<file path="src/rtl/parking_sensor_fsm.sv">
// Parking-lot gate sensor conditioning (synchronise + debounce) and passage decoder.
// Emits registered one-cycle enter/exit pulses for completed car passages.
module parking_sensor_fsm #(
  parameter int SYNC_STAGES     = 2,
  parameter int DEBOUNCE_CYCLES = 4
) (
  input  logic       clk,
  input  logic       reset_n,
  input  logic       outer_raw,
  input  logic       inner_raw,
  output logic       enter,
  output logic       exit,
  output logic       outer_led,
  output logic       inner_led,
  output logic       busy,
  output logic [2:0] state_dbg
);

  localparam int CW = (DEBOUNCE_CYCLES > 1) ? $clog2(DEBOUNCE_CYCLES) : 1;
  localparam logic [CW-1:0] CNT_LAST = CW'(DEBOUNCE_CYCLES - 1);

  typedef enum logic [2:0] {
    S_IDLE  = 3'd0,
    S_EN1   = 3'd1,
    S_EN2   = 3'd2,
    S_EN3   = 3'd3,
    S_EX1   = 3'd4,
    S_EX2   = 3'd5,
    S_EX3   = 3'd6,
    S_BLOCK = 3'd7
  } state_t;

  // Index 1 = outer sensor, index 0 = inner sensor throughout.
  logic [1:0]             w_raw;
  logic [1:0]             w_synced;
  logic [SYNC_STAGES-1:0] r_sync [2];
  logic [CW-1:0]          r_cnt  [2];
  logic [1:0]             r_filt;

  state_t r_state;
  state_t w_next;
  logic   w_enter_nxt;
  logic   w_exit_nxt;
  logic   r_enter;
  logic   r_exit;

  assign w_raw = {outer_raw, inner_raw};

  always_comb begin
    w_synced = '0;
    for (int unsigned k = 0; k < 2; k++) begin
      w_synced[k] = r_sync[k][SYNC_STAGES-1];
    end
  end

  // Filtered value follows the synced value only after DEBOUNCE_CYCLES consecutive mismatches.
  always_ff @(posedge clk or negedge reset_n) begin
    if (!reset_n) begin
      for (int unsigned k = 0; k < 2; k++) begin
        r_sync[k] <= '0;
        r_cnt[k]  <= '0;
      end
      r_filt <= '0;
    end else begin
      for (int unsigned k = 0; k < 2; k++) begin
        r_sync[k] <= {r_sync[k][SYNC_STAGES-2:0], w_raw[k]};
        if (w_synced[k] != r_filt[k]) begin
          if (r_cnt[k] == CNT_LAST) begin
            r_filt[k] <= w_synced[k];
            r_cnt[k]  <= '0;
          end else begin
            r_cnt[k] <= r_cnt[k] + 1'b1;
          end
        end else begin
          r_cnt[k] <= '0;
        end
      end
    end
  end

  always_comb begin
    w_next      = r_state;
    w_enter_nxt = 1'b0;
    w_exit_nxt  = 1'b0;
    unique case (r_state)
      S_IDLE: begin
        case (r_filt)
          2'b10:   w_next = S_EN1;
          2'b01:   w_next = S_EX1;
          2'b11:   w_next = S_BLOCK;
          default: w_next = S_IDLE;
        endcase
      end
      S_EN1: begin
        case (r_filt)
          2'b10:   w_next = S_EN1;
          2'b11:   w_next = S_EN2;
          2'b00:   w_next = S_IDLE;
          default: w_next = S_BLOCK;
        endcase
      end
      S_EN2: begin
        case (r_filt)
          2'b11:   w_next = S_EN2;
          2'b01:   w_next = S_EN3;
          2'b10:   w_next = S_EN1;
          default: w_next = S_BLOCK;
        endcase
      end
      S_EN3: begin
        case (r_filt)
          2'b01:   w_next = S_EN3;
          2'b00: begin
            w_next      = S_IDLE;
            w_enter_nxt = 1'b1;
          end
          2'b11:   w_next = S_EN2;
          default: w_next = S_BLOCK;
        endcase
      end
      S_EX1: begin
        case (r_filt)
          2'b01:   w_next = S_EX1;
          2'b11:   w_next = S_EX2;
          2'b00:   w_next = S_IDLE;
          default: w_next = S_BLOCK;
        endcase
      end
      S_EX2: begin
        case (r_filt)
          2'b11:   w_next = S_EX2;
          2'b10:   w_next = S_EX3;
          2'b01:   w_next = S_EX1;
          default: w_next = S_BLOCK;
        endcase
      end
      S_EX3: begin
        case (r_filt)
          2'b10:   w_next = S_EX3;
          2'b00: begin
            w_next     = S_IDLE;
            w_exit_nxt = 1'b1;
          end
          2'b11:   w_next = S_EX2;
          default: w_next = S_BLOCK;
        endcase
      end
      S_BLOCK: begin
        if (r_filt == 2'b00) begin
          w_next = S_IDLE;
        end
      end
      default: w_next = S_IDLE;
    endcase
  end

  always_ff @(posedge clk or negedge reset_n) begin
    if (!reset_n) begin
      r_state <= S_IDLE;
      r_enter <= 1'b0;
      r_exit  <= 1'b0;
    end else begin
      r_state <= w_next;
      r_enter <= w_enter_nxt;
      r_exit  <= w_exit_nxt;
    end
  end

  assign enter     = r_enter;
  assign exit      = r_exit;
  assign outer_led = r_filt[1];
  assign inner_led = r_filt[0];
  assign busy      = (r_state != S_IDLE);
  assign state_dbg = r_state;

endmodule

</file>
<file path="config.mk">
export PLATFORM = sky130hd
export DESIGN_NAME = parking_sensor_fsm
export DESIGN_NICKNAME = d
export VERILOG_FILES = /design/src/rtl/parking_sensor_fsm.sv
export SDC_FILE = /design/constraint.sdc
export NUM_CORES = 1
export LEC_CHECK = 0
export CAP_MARGIN = 15
export CORE_AREA = 2 2 44 46
export DETAILED_ROUTE_END_ITERATION = 8
export DIE_AREA = 0 0 46 48
export PLACE_DENSITY = 0.73
export SYNTH_ARGS = -nofsm -noshare
export SYNTH_HDL_FRONTEND = slang
export SYNTH_SLANG_ARGS = --single-unit
</file>
<file path="constraint.sdc">
create_clock -name clk -period 2 [get_ports clk]
set_input_delay 0.5 -clock clk [delete_from_list [all_inputs] [get_ports clk]]
set_output_delay 0.5 -clock clk [all_outputs]
set_load 0.02 [all_outputs]
</file>
==> impl_metrics.yaml <==
sta:
  setup_violations: 0
  final.period_utilization_pct: 96.1
  relSlewSlack_pct: 74.2
  timing.fmax_mhz: 520
  timing.final.max_slew_violations: 0
  worst_slack_ps: 77.3
  worst_pin_slew_ps: 378
  final-hold-violation-count: 0
  fin_tns_setup_ps: 0
  rsz0062_at_grt: "false"
  skew_ps: 7.84
  period_minus_slack_ps: 1920
yosys:
  syn_area_per_cell_um2: 11.4
  synthDistinctLibCells: 33
  synth_seq_area_share_pct: 45.9
  ys_seq_elements: 15
  synth_edf_count: 0
  async_flop_share_pct: 100
  synthFlopType: "dfrtp_1"
  postSynthCellCount: 72
  syn-cell-area_um2: 818
  syn-num-nets: 86
  yosysWarnings: 0
worst_setup_path:
  path_delay_family: "buffers and inverters"
  critPathBufInv: 1
  path_cells: "clkdlybuf4s50_1"
  critPathRequiredTime_ps: 1500
  cp-end-kind: "primary output"
  worstSetupPathType: "reg2out"
  start_kind: "register"
  arrival_ps: 1420
  slowest_delay_ps: 650
  critPathMaxFanout: 7
  cp_slowest_cell: "clkdlybuf4s50_1"
final_layout:
  layout.nets: 103
  diodes: 0
  layout_commonest_cell: "dfrtp_1"
  layout_common_cells: "15 x dfrtp_1, 10 x ha_1, 9 x clkdlybuf4s50_1"
  area_growth_pct: 20.3
  instances_no_fill: 105
  layout-drive-gt1-share_pct: 11.4
global_routing:
  grt_usage_pct: 15.1
  grt_start_max_net_pins: 16
  first_global_vias: 545
  grt_first_pass_wirelength_mm: 2.31
  antenna_found_initial: 0
  overflow: 0
floorplan:
  design.core.area_mm2: 0.00169
  die_w_um: 46
  num_rows: 15
  die_h_um: 48
  io_pins: 12
  initial_core_util_pct: 48.4
  die_area_mm2: 0.00221
route:
  routedWlPerCell_um: 12.8
  remaining_drc_errors: 0
  via_per_inst: 5.50
  vias: 577
  wirelength_mm: 1.35
  drtAntennaViolNets: 0
  drt-pass1-iter-count: 4
  drt_iter0_drc: 5
power_and_ir_drop:
  power_leakage_nw: 0.471
  power_density_mw_per_mm2: 1570
  power_w: 0.00154
  ir_worst_vdd_uv: 826
place:
  place_congestion: 0.744
  dp_cells: 101
  dpl.hpwl_mm: 1.04
  post-place-ws_ps: 243
  portBuffers: 11
outcome:
  status: "finished clean"
flow_run:
  maxCapViolCount: 0
clock_network:
  h-tree-depth: 1
  cts_buffer_depth: 2
  clk_latency_ps: 280
  cts-root-buf: "clkbuf_4"
  clk_pin_slew_ps: 90
  cts_tree: "built"
  cts_inserted_buffers: 3
  cts.sinks: 15
  cts_setup_buffers: 0
worst_hold_path:
  hold_class: "reg2reg"
==> registers in the layout, summed over array words and instances, names as in the netlist <==
name and cells:
r_sync 4, r_cnt 4, exit 1, r_filt 2, enter 1, state_dbg 3
==> report_power, final <==
group | internal [W] | total [W] | switching (W) | leakage (nW)
Clock | 0.0000742 | 0.000169 | 0.0000947 | 0.0177
Combinational | 0.000443 | 0.000905 | 0.000463 | 0.266
Sequential | 0.000400 | 0.000470 | 0.0000696 | 0.187
==> cell type report <==
type | instances | area [um2]
fillers | 145 | 704
multi-input cells | 50 | 404
flip-flops and latches | 15 | 375
repair buffers | 15 | 141
clock buffers | 3 | 22.5
well taps | 17 | 21.3
inverters | 4 | 15.0
clock inverters | 1 | 5.00
==> through the flow <==
stage | hold WS, ps | cell area, um2 | utilization (%)
floorplan | 204 | 818 | -
global placement | 332 | 956 | 56.6
detailed placement | 336 | 956 | 56.6
CTS | 359 | 982 | 58.1
global route | 366 | 985 | 58.3
finish | 357 | 985 | 58.3
==> cells by family after synthesis <==
group / after synthesis / share of synthesized area (%)
compound gates: 12 / 11.5
fa+ha+maj: 10 / 15.3
simple gates: 23 / 16.1
xor+xnor: 2 / 2.14
mux: 3 / 4.43
flops: 15 / 45.9
buf+inv: 7 / 4.74
==> synthesized netlist by cell type, drive strengths merged, types with 2 or more instances <==
library cell  instances  share of area (%)
nor2                  3                1.4
nand2b                2                1.5
nor3b                 2                1.8
ha                   10                 15
buf                   3                2.9
dfrtp                15                 46
mux2                  2                3.2
inv                   4                1.8
nor2b                 3                2.3
nand2                 4                1.8
nor3                  3                1.8
o21ai                 3                1.8
o221a                 2                2.8
==> what timing repair did <==
item,4_1_cts,5_1_grt
setup endpoints to repair,1,1
resized for setup,1,1
hold endpoints to repair,0,0
hold buffers,0,0
==> path summary, 6_finish.rpt <==
| check | to | from | slack, ps | depth (start not counted) |
|---|---|---|---|---|
| hold reg to reg | r_sync[3] | r_sync[2] | 360 | 0 |
| min in group asynchronous | r_cnt[0] | reset_n | 520 | 2 |
| setup / recovery | inner_led | r_filt[0] | 80 | 1 |
| max in group asynchronous | r_filt[1] | reset_n | 1300 | 2 |
| setup reg to reg | state_dbg[1] | r_filt[1] | 230 | 5 |
| hold / removal | r_sync[3] | r_sync[2] | 360 | 0 |
==> routing by layer <==
metal,global-route usage [%],vias to the layer above,part of all wire (%)
met5,0,-,0
met4,8.57,0,0.74
met3,2.26,2,3.9
met2,25.8,13,49
met1,18.2,277,47
li1,-,285,-
Note: power is estimated with default switching activity, not from simulation.
